$ cat src/rtl/spi_slave_regctrl.sv
// ============================================================================
// Module      : spi_slave_regctrl
// Description : Frames the spi_slave bit stream into command/data bytes and
//               drives an addressed register bus with read pre-fetch.
// Revision    : 1.0 - initial release
// ============================================================================
`default_nettype none

module spi_slave_regctrl #(
    parameter int WIDTH       = 8,
    parameter int ADDR_WIDTH  = 7,
    parameter int DUMMY_BYTES = 1
) (
    input  logic                  clk,
    input  logic                  rst,
    input  logic                  rx_ss,
    input  logic [WIDTH-1:0]      rx_data,
    input  logic [2:0]            rx_bitcnt,
    input  logic                  rx_valid,
    output logic [WIDTH-1:0]      tx_data,
    input  logic                  tx_load,
    output logic [ADDR_WIDTH-1:0] reg_addr,
    output logic [WIDTH-1:0]      reg_wdata,
    output logic                  reg_wen,
    output logic                  reg_ren,
    input  logic [WIDTH-1:0]      reg_rdata,
    input  logic                  reg_rvalid,
    output logic                  busy,
    output logic                  err_underrun,
    input  logic                  err_clr
);

    typedef enum logic [2:0] {
        ST_IDLE  = 3'd0,
        ST_CMD   = 3'd1,
        ST_WR    = 3'd2,
        ST_DUMMY = 3'd3,
        ST_RD    = 3'd4
    } state_t;

    localparam logic [2:0] c_last_bit   = 3'(WIDTH - 1);
    localparam logic [1:0] c_dummy_last = 2'(DUMMY_BYTES - 1);

    state_t                r_state, w_state_n;
    logic                  r_ss_d;
    logic [ADDR_WIDTH-1:0] r_addr,  w_addr_n;
    logic [WIDTH-1:0]      r_wdata, w_wdata_n;
    logic                  r_wen,   w_wen_n;
    logic                  r_ren,   w_ren_n;
    logic [WIDTH-1:0]      r_tx,    w_tx_n;
    logic [WIDTH-1:0]      r_rbuf,  w_rbuf_n;
    logic                  r_full,  w_full_n;
    logic                  r_pend,  w_pend_n;
    logic                  r_drop,  w_drop_n;
    logic                  r_fetch, w_fetch_n;
    logic [1:0]            r_dcnt,  w_dcnt_n;
    logic                  r_err,   w_err_n;

    logic w_word;
    logic w_ss_fall;
    logic w_rv;
    logic w_issue;
    logic w_under;

    always_ff @(posedge clk or posedge rst) begin
        if (rst) begin
            r_state <= ST_IDLE;
            r_ss_d  <= 1'b0;
            r_addr  <= '0;
            r_wdata <= '0;
            r_wen   <= 1'b0;
            r_ren   <= 1'b0;
            r_tx    <= '0;
            r_rbuf  <= '0;
            r_full  <= 1'b0;
            r_pend  <= 1'b0;
            r_drop  <= 1'b0;
            r_fetch <= 1'b0;
            r_dcnt  <= '0;
            r_err   <= 1'b0;
        end else begin
            r_state <= w_state_n;
            r_ss_d  <= rx_ss;
            r_addr  <= w_addr_n;
            r_wdata <= w_wdata_n;
            r_wen   <= w_wen_n;
            r_ren   <= w_ren_n;
            r_tx    <= w_tx_n;
            r_rbuf  <= w_rbuf_n;
            r_full  <= w_full_n;
            r_pend  <= w_pend_n;
            r_drop  <= w_drop_n;
            r_fetch <= w_fetch_n;
            r_dcnt  <= w_dcnt_n;
            r_err   <= w_err_n;
        end
    end

    // r_ss_d resets low so a frame already running at reset release is not joined
    assign w_word    = rx_valid && (rx_bitcnt == c_last_bit);
    assign w_ss_fall = r_ss_d && !rx_ss;
    assign w_rv      = reg_rvalid && r_pend;

    always_comb begin
        w_state_n = r_state;
        w_addr_n  = r_addr;
        w_wdata_n = r_wdata;
        w_wen_n   = 1'b0;
        w_ren_n   = 1'b0;
        w_rbuf_n  = r_rbuf;
        w_full_n  = r_full;
        w_pend_n  = r_pend;
        w_drop_n  = r_drop;
        w_fetch_n = r_fetch;
        w_dcnt_n  = r_dcnt;
        w_issue   = 1'b0;
        w_under   = 1'b0;

        // address advances after the write strobe so it is stable during it
        if (r_wen) begin
            w_addr_n = r_addr + ADDR_WIDTH'(1);
        end

        // data arriving with a tx_load, or for an address already skipped, is dropped
        if (w_rv) begin
            w_pend_n = 1'b0;
            w_drop_n = 1'b0;
            if (!r_drop && !(tx_load && r_state == ST_RD)) begin
                w_rbuf_n = reg_rdata;
                w_full_n = 1'b1;
            end
        end

        case (r_state)
            ST_IDLE: begin
                if (w_ss_fall) begin
                    w_state_n = ST_CMD;
                end
            end
            ST_CMD: begin
                if (w_word) begin
                    w_addr_n = rx_data[ADDR_WIDTH-1:0];
                    if (rx_data[WIDTH-1]) begin
                        w_issue   = 1'b1;
                        w_dcnt_n  = '0;
                        w_state_n = (DUMMY_BYTES == 0) ? ST_RD : ST_DUMMY;
                    end else begin
                        w_state_n = ST_WR;
                    end
                end
            end
            ST_WR: begin
                if (w_word) begin
                    w_wdata_n = rx_data;
                    w_wen_n   = 1'b1;
                end
            end
            ST_DUMMY: begin
                if (w_word) begin
                    if (r_dcnt == c_dummy_last) begin
                        w_state_n = ST_RD;
                    end else begin
                        w_dcnt_n = r_dcnt + 2'd1;
                    end
                end
            end
            ST_RD: begin
                if (tx_load) begin
                    w_under  = !r_full;
                    w_full_n = 1'b0;
                    w_addr_n = r_addr + ADDR_WIDTH'(1);
                    if (!r_pend || w_rv) begin
                        w_issue = 1'b1;
                    end else begin
                        w_fetch_n = 1'b1;
                        w_drop_n  = 1'b1;
                    end
                end else if (r_fetch && (!r_pend || w_rv)) begin
                    w_issue = 1'b1;
                end
            end
            default: begin
                w_state_n = ST_IDLE;
            end
        endcase

        if (w_issue) begin
            w_ren_n   = 1'b1;
            w_pend_n  = 1'b1;
            w_fetch_n = 1'b0;
            w_rbuf_n  = '1;
            w_full_n  = 1'b0;
        end

        // deselect aborts the frame; a partial byte never produced a strobe
        if (r_state != ST_IDLE && rx_ss) begin
            w_state_n = ST_IDLE;
            w_wen_n   = 1'b0;
            w_ren_n   = 1'b0;
            w_pend_n  = 1'b0;
            w_full_n  = 1'b0;
            w_drop_n  = 1'b0;
            w_fetch_n = 1'b0;
        end

        w_err_n = (r_err && !err_clr) || w_under;
        w_tx_n  = (w_state_n == ST_RD) ? w_rbuf_n : '0;
    end

    assign tx_data      = r_tx;
    assign reg_addr     = r_addr;
    assign reg_wdata    = r_wdata;
    assign reg_wen      = r_wen;
    assign reg_ren      = r_ren;
    assign busy         = (r_state != ST_IDLE);
    assign err_underrun = r_err;

endmodule

`default_nettype wire

$ cat config.mk
export PLATFORM = sky130hd
export DESIGN_NAME = spi_slave_regctrl
export DESIGN_NICKNAME = d
export VERILOG_FILES = /design/src/rtl/spi_slave_regctrl.sv
export SDC_FILE = /design/constraint.sdc
export NUM_CORES = 1
export LEC_CHECK = 0
export CAP_MARGIN = 20
export CORE_ASPECT_RATIO = 1.75
export CORE_MARGIN = 2
export CORE_UTILIZATION = 40
export CTS_BUF_LIST = sky130_fd_sc_hd__clkbuf_8
export DETAILED_ROUTE_END_ITERATION = 16
export PLACE_DENSITY = 0.68
export SYNTH_ARGS = -nofsm -noshare
export SYNTH_HDL_FRONTEND = slang
export SYNTH_SLANG_ARGS = --single-unit
export TNS_END_PERCENT = 100
$ cat constraint.sdc
create_clock -name clk -period 2.2 [get_ports clk]
set_input_delay 0.44 -clock clk [delete_from_list [all_inputs] [get_ports clk]]
set_output_delay 0.44 -clock clk [all_outputs]
set_load 0.005 [all_outputs]
==> results.cfg, run 1 <==
[global_route]
grt_antenna_before_repair = 0
grt_pass1_wl_mm = 6.95
grt_pass1_vias = 1443
track_usage = 0.160
grt_max_degree = 18
grt_overflow = 0

[floorplan]
core_area_um2 = 4710
die_x_um = 57.1
start_util = 0.420
rows = 33
dieArea_um2 = 5540
floorplan.io_pins = 53
die_height_um = 97

[logic_synthesis]
ys_warn_count = 0
synthTopCellsByArea = dfrtp_1 (56%), mux2i_1 (5.1%), a21oi_1 (4.1%), mux2_2 (3.4%), nand2_1 (3.2%)
synth.avg_cell_area_um2 = 11.2
yosys.cell_types.count = 41
ys.flop_type = dfrtp_1
yosysMostFrequentCell = dfrtp_1
synth_cells = 177
syn_area_um2 = 1980
yosysTopAreaCell = dfrtp_1
ys_ff_latch = 44
yosys-top-cells-count = dfrtp_1 (44), nand2_1 (17), a21oi_1 (16), mux2i_1 (10)
synth.top_cell.area_share = 0.557
syn_nets = 205
ys_seq_area_frac = 0.557
synthArstFlopShare = 1.00
synth-edff-count = 0

[place]
place_congestion = 0.767
port_buffers = 52
place_inst = 279
dpl.hpwl_mm = 3.02

[clocking]
numCtsBuffers = 5
clk_latency_ns = 0.30
cts-root-buf = clkbuf_8
cts.htree.levels = 2
cts-hold-fix-buffers = 0
path_clk_slew_ns = 0.09
cts_setup_buffers = 0
cts_num_sinks = 44
cts_buffer_depth = 2
tritoncts = built
cts.repair.resized = 0

[sta]
fin_crit_sh = 0.935
timing.hold.ws_ns = 0.428
totalNegativeSetupSlack_ns = 0
fmax_mhz = 486
grt_setup_unrepaired = false
min_period_ns = 2.06
hold_violations = 0
worst_pin_slew_ns = 0.590
finalMaxSlewViolations = 0
finalClockSkew_ns = 0.00996
setup_viol = 0
max_slew_margin = 0.604

[min_path]
hold_class = in -> async

[route]
drtIter0Drc = 24
ant_nets = 0
drcViolationCount = 0
first_pass_iters = 4
wire_per_inst_um = 13.9
vias_per_cell = 5.20
vias = 1492
routed_wl_mm = 4.00

[critical_path]
path_cells = or3_2, clkdlybuf4s50_1
r2r-end = reg_addr[0]
end_kind = output pin
crit_type = reg -> out
critPathMaxFanout = 2
arrival_ns = 1.62
slowest_stage = or3_2
rr_startpoint = r_state[1]
worstPathRequired_ns = 1.76
r2r_slack_ns = 0.53
startpoint_type = flip-flop
reg2reg_depth = 4
max_stage_delay_ns = 0.49

[pwr]
power.density_nw_per_um2 = 704
vdd_drop_max_mv = 0.456
p_leak_nw = 1.20

[final_layout]
fin_cells = 287
drive_gt1_frac = 0.136
nets = 262
syn_to_final_growth_pct = 35.7
n_antenna_cell = 0

[flow_run]
cap_violations = 0

[outcome]
status = finished, final reports clean
-- per-layer routing --
metal / vias up / wire length, um / track usage
li1: 738 / - / -
met1: 717 / 1620 / 0.203
met2: 33 / 2180 / 0.266
met3: 4 / 154 / 0.0361
met4: 0 / 45 / 0.0537
met5: - / 0 / 0
-- sequential cells by signal, summed over array words and instances, names as in the netlist --
signal,flops
reg_wen,1
r_fetch,1
r_pend,1
r_state,3
err_underrun,1
reg_addr,7
r_rbuf,8
r_full,1
tx_data,8
reg_wdata,8
r_ss_d,1
r_drop,1
r_dcnt,2
reg_ren,1
-- worst max-delay path by stage --
stage	end	cells past startpoint	start	slack [ns]
after floorplan	tx_data[0]	6	tx_load	0.66
after global placement	reg_addr[0]	5	rx_valid	0.14
after detailed placement	reg_addr[0]	5	rx_valid	0.07
after CTS	busy	2	r_state[1]	0.12
after global routing	busy	2	r_state[1]	0.10
final	busy	2	r_state[1]	0.14
-- worst max-delay path, delay by kind of cell (launching register included) --
family,cells,cell delay (ns)
AND/OR/NAND/NOR,1,0.49
buffers and inverters,1,0.46
flip-flops,1,0.37
-- power by group --
group / internal [W] / leakage (nW) / switching, W
Clock: 0.000342 / 0.0583 / 0.000277
Sequential: 0.000899 / 0.576 / 0.0000593
Combinational: 0.000182 / 0.561 / 0.000131
-- layout make-up --
class,instances,area [um^2]
Timing Repair Buffer,61,601
Clock buffer,5,68.8
Clock inverter,3,47.5
Sequential cell,44,1100
Multi-Input combinational cell,112,759
Fill cell,457,2020
Tap cell,52,65.1
Inverter,10,40.0
-- layout by cell type, fill, tap and decap left out, drive strengths merged, types with 2 or more instances in the layout --
| master | n |
|---|---|
| clkdlybuf4s50 | 52 |
| dfrtp | 44 |
| nand2 | 17 |
| a21oi | 17 |
| mux2i | 10 |
| nor2 | 9 |
| inv | 9 |
| buf | 9 |
| nor3 | 8 |
| mux2 | 6 |
| o21ai | 5 |
| xor2 | 5 |
| clkbuf | 5 |
| nand3 | 4 |
| and4 | 3 |
| o211ai | 3 |
| clkinv | 3 |
| o221ai | 2 |
| o2111ai | 2 |
| ha | 2 |
-- logic make-up (layout without fill, tap and decap cells) --
kind of cell    count (synthesis)  count (layout)  synth area share
flops                          44              44             0.557
fa+ha+maj                       2               2            0.0127
mux                            16              16            0.0848
compound gates                 39              39             0.134
simple gates                   50              50             0.131
buf+inv                        21              79            0.0589
xor+xnor                        5               5            0.0222
-- per-stage QoR --
stage,setup slack [ns],area [um^2],util,power [W]
floorplan,0.657,1980,-,0.00112
global placement,0.140,2570,0.545,0.00128
detailed placement,0.0676,2570,0.545,0.00129
CTS,0.120,2680,0.570,0.00192
global route,0.104,2680,0.570,0.00200
finish,0.143,2680,0.570,0.00189
Note: power is estimated with default switching activity, not from simulation.
==> run 2: changes to the inputs <==
MAX_ROUTING_LAYER = met4   (was unset)
PLACE_DENSITY = 0.71   (was 0.68)
clock period = 1.87 ns   (was 2.2 ns; I/O delays follow)
==> results.cfg, run 2 (synthesized netlist as in run 1, its figures left out) <==
[outcome]
status = finished, final reports clean

[floorplan]
start_util = 0.420
core_area_um2 = 4710
rows = 33
dieArea_um2 = 5540
die_x_um = 57.1
floorplan.io_pins = 53
die_height_um = 97

[sta]
finalMaxSlewViolations = 0
hold_violations = 0
worst_pin_slew_ns = 0.667
fmax_mhz = 554
grt_setup_unrepaired = false
fin_crit_sh = 0.965
setup_viol = 0
min_period_ns = 1.80
finalClockSkew_ns = 0.0109
max_slew_margin = 0.555

[clocking]
numCtsBuffers = 5
cts-root-buf = clkbuf_8
clk_latency_ns = 0.31
cts.htree.levels = 2
cts_buffer_depth = 2
tritoncts = built
cts_setup_buffers = 0
cts_num_sinks = 44
path_clk_slew_ns = 0.09

[final_layout]
nets = 264
mostFrequentLayoutCell = clkdlybuf4s50_1
fillCellCount = 445
syn_to_final_growth_pct = 37.0
final_area_um2 = 2710
n_antenna_cell = 0
most-common-layout-cells = clkdlybuf4s50_1 (51), dfrtp_1 (44), nand2_1 (17), a21oi_1 (16), mux2i_1 (10)
drive_gt1_frac = 0.143

[pwr]
p_int_w = 0.00168
p_leak_nw = 1.21
vdd_drop_max_mv = 0.761
p_seq_frac = 0.502
power_w = 0.00224
combPwrFrac = 0.168
power.density_nw_per_um2 = 828
switching_power_w = 0.000565
switching_share = 0.252
clockPowerShare = 0.330

[global_route]
grt_pass1_wl_mm = 7.11
grt_pass1_vias = 1553
grt_overflow = 0
track_usage = 0.168
grt_antenna_before_repair = 0
grt_max_degree = 45

[place]
place_congestion = 0.769
dpl.hpwl_mm = 3.05
place_area_um2 = 2590
port_buffers = 52

[critical_path]
critPathMaxFanout = 2
startpoint_type = flip-flop
end_kind = output pin
crit_type = reg -> out
max_stage_delay_ns = 0.48
arrival_ns = 1.43
worstPathRequired_ns = 1.50
path_cells = or3_2, dlygate4sd2_1
slowest_stage = or3_2

[route]
drtIter0Drc = 46
wire_per_inst_um = 14.2
vias_per_cell = 5.30
first_pass_iters = 4
routed_wl_mm = 4.09
vias = 1533
drcViolationCount = 0
ant_nets = 0

[min_path]
hold_class = in -> async

[flow_run]
cap_violations = 0
## run 2: metal layers
metal,global-route usage,part of all wire
met1,0.177,0.36
met2,0.288,0.57
met3,0.0401,0.043
met4,0.0787,0.025
met5,-,0
## run 2: power by group through the flow
stage               sequential [W]  combinational, W  clock [W]
finish                     0.00113          0.000376   0.000739
global route               0.00114          0.000422   0.000792
CTS                        0.00113          0.000383   0.000761
detailed placement         0.00115          0.000381          0
global placement           0.00114          0.000377          0
floorplan                  0.00114          0.000181          0
## run 2: path summary, 6_finish.rpt
check | from | end | slack, ns | depth (start not counted)
setup reg to reg | r_state[0] | tx_data[4] | 0.21 | 6
hold / removal | rst | tx_data[1] | 0.40 | 3
setup / recovery | r_state[1] | busy | 0.07 | 2
min in group clk | r_full | err_underrun | 0.46 | 1
hold reg to reg | r_full | err_underrun | 0.46 | 1
max in group asynchronous | rst | r_ss_d | 1.26 | 3
## run 2: layout make-up
cell class | instances | area, um^2 | area share
sequential | 44 | 1100 | 0.407
multi-input combinational | 112 | 759 | 0.280
timing repair buffer | 63 | 627 | 0.232
clock buffer | 5 | 68.8 | 0.0254
tap | 52 | 65.1 | 0.0240
clock inverter | 3 | 46.3 | 0.0171
inverter | 10 | 40.0 | 0.0148
## run 2: critical path, delay by kind of cell, from the launching register on
family / cells / cell delay [ns]
DFF: 1 / 0.38
and+or+nand+nor: 1 / 0.48
buffers and inverters: 1 / 0.28
## run 2: repair_timing
| action | CTS | global route |
|---|---|---|
| gates resized for setup | 1 | 0 |
| endpoints found under the setup margin | 1 | 0 |
| endpoints found under the hold margin | 0 | 0 |
| hold buffers | 0 | 0 |
## run 2: through the flow
step | hold WS, ns | TNS (ns) | std cells | worst slack (ns) | util
6_report | 0.400 | 0 | 289 | 0.0658 | 0.575
5_1_grt | 0.418 | 0 | 289 | 0.00366 | 0.575
4_1_cts | 0.414 | 0 | 289 | 0.0531 | 0.575
3_5_place_dp | 0.456 | -3.10 | 281 | -0.179 | 0.551
3_3_place_gp | 0.458 | -2.35 | 281 | -0.130 | 0.551
2_1_floorplan | 0.405 | 0 | 177 | 0.356 | -
==> run 3: changes to the inputs <==
GPL_TIMING_DRIVEN = 0   (was unset)
==> results.cfg, run 3 (synthesized netlist as in run 1, its figures left out) <==
[critical_path]
r2r-end = tx_data[3]
path_delay_family = buffers and inverters
path_cells = clkdlybuf4s50_1, and4bb_1, buf_2, nor3_4, buf_6, mux2i_2, a21oi_1
worstPathRequired_ns = 2.05
crit_path_start = tx_load
max_stage_delay_ns = 0.45
arrival_ns = 1.96
startpoint_type = input pin
slowest_stage = clkdlybuf4s50_1
end_kind = flip-flop
r2r_slack_ns = 0.16
reg2reg_depth = 7
crit_type = in -> reg
path_buf_inv = 3
critPathMaxFanout = 10
rr_startpoint = r_state[0]

[floorplan]
dieArea_um2 = 5540
die_x_um = 57.1
rows = 33
floorplan.io_pins = 53
core_area_um2 = 4710
die_height_um = 97
start_util = 0.420

[pwr]
power_w = 0.00225
p_int_w = 0.00168
combPwrFrac = 0.168
power.density_nw_per_um2 = 827
clockPowerShare = 0.330
p_seq_frac = 0.501
switching_power_w = 0.000572
vdd_drop_max_mv = 0.782
p_leak_nw = 1.21
switching_share = 0.254

[global_route]
grt_antenna_before_repair = 0
grt_overflow = 0
grt_pass1_vias = 1602
track_usage = 0.176
grt_pass1_wl_mm = 7.49
grt_max_degree = 27

[clocking]
cts.htree.levels = 2
cts_num_sinks = 44
tritoncts = built
path_clk_slew_ns = 0.09
numCtsBuffers = 5
clk_latency_ns = 0.30
cts_buffer_depth = 2
cts-root-buf = clkbuf_8
cts-hold-fix-buffers = 0

[place]
place_area_um2 = 2580
dp_slack_ns = -0.263
dpl.hpwl_mm = 3.08
port_buffers = 52
place_congestion = 0.782

[sta]
grt_setup_unrepaired = false
worst_pin_slew_ns = 0.414
min_period_ns = 1.78
postLayoutSetupSlackWorst_ns = 0.0903
fin_crit_sh = 0.952
max_slew_margin = 0.723
fmax_mhz = 562
finalClockSkew_ns = 0.00873
finalMaxSlewViolations = 0
setup_viol = 0
hold_violations = 0

[final_layout]
n_antenna_cell = 0
drive_gt1_frac = 0.163
syn_to_final_growth_pct = 37.9
nets = 266
fin_util = 0.579
fillCellCount = 439
mostFrequentLayoutCell = clkdlybuf4s50_1
most-common-layout-cells = clkdlybuf4s50_1 (51), dfrtp_1 (44), nand2_1 (17), a21oi_1 (16)
final_area_um2 = 2730

[route]
drtIter0Drc = 58
drcViolationCount = 0
first_pass_iters = 4
vias = 1519
routed_wl_mm = 4.16
wire_per_inst_um = 14.3
vias_per_cell = 5.22
ant_nets = 0

[outcome]
status = finished, final reports clean

[flow_run]
cap_violations = 0

[min_path]
hold_class = in -> async
## run 3: worst max path at each step
| stage | cells after the start | end | slack [ns] |
|---|---|---|---|
| floorplan | 6 | reg_addr[0] | 0.36 |
| global placement | 2 | r_ss_d | -0.45 |
| detailed placement | 7 | tx_data[3] | -0.26 |
| CTS | 3 | busy | 0.05 |
| global route | 7 | tx_data[3] | 0.01 |
| finish | 7 | tx_data[3] | 0.09 |
## run 3: worst register-to-register path: stages (launching register included)
cell      delay, ns
dfrtp_1        0.37
buf_4          0.11
and4bb_1       0.19
buf_2          0.19
nor3_4         0.19
buf_6          0.18
mux2i_2        0.26
a21oi_1        0.10
## run 3: power groups by stage
stage | clock network, W | logic (W) | registers, W
2_1_floorplan | 0 | 0.000181 | 0.00114
3_3_place_gp | 0 | 0.000364 | 0.00115
3_5_place_dp | 0 | 0.000378 | 0.00115
4_1_cts | 0.000765 | 0.000381 | 0.00113
5_1_grt | 0.000803 | 0.000430 | 0.00115
6_report | 0.000745 | 0.000379 | 0.00113
## run 3: per-stage QoR
step                      std cells  hold WS (ns)  TNS, ns
after CTS                       291         0.397        0
after global routing            291         0.430        0
final                           291         0.378        0
after floorplan                 177         0.405        0
after global placement          281         0.448   -24.40
after detailed placement        282         0.453    -5.30
## run 3: per-layer routing
metal / GRT usage / wire length [um]
met1: 0.208 / 1650
met2: 0.295 / 2290
met3: 0.0321 / 143
met4: 0.0590 / 79
met5: - / 0
## run 3: what timing repair did
| item | in CTS | in global routing |
|---|---|---|
| setup buffers | 1 | 0 |
| setup endpoints to repair | 1 | 9 |
| resized for setup | 4 | 5 |
## run 3: final cells by class
cell class | count | area (um^2) | area share
clock inverter | 3 | 47.5 | 0.0174
clock buffer | 5 | 68.8 | 0.0252
timing repair buffer | 54 | 543 | 0.199
inverter | 10 | 40.0 | 0.0147
buffer | 11 | 80.1 | 0.0294
sequential | 44 | 1100 | 0.404
multi-input combinational | 112 | 781 | 0.286
tap | 52 | 65.1 | 0.0239
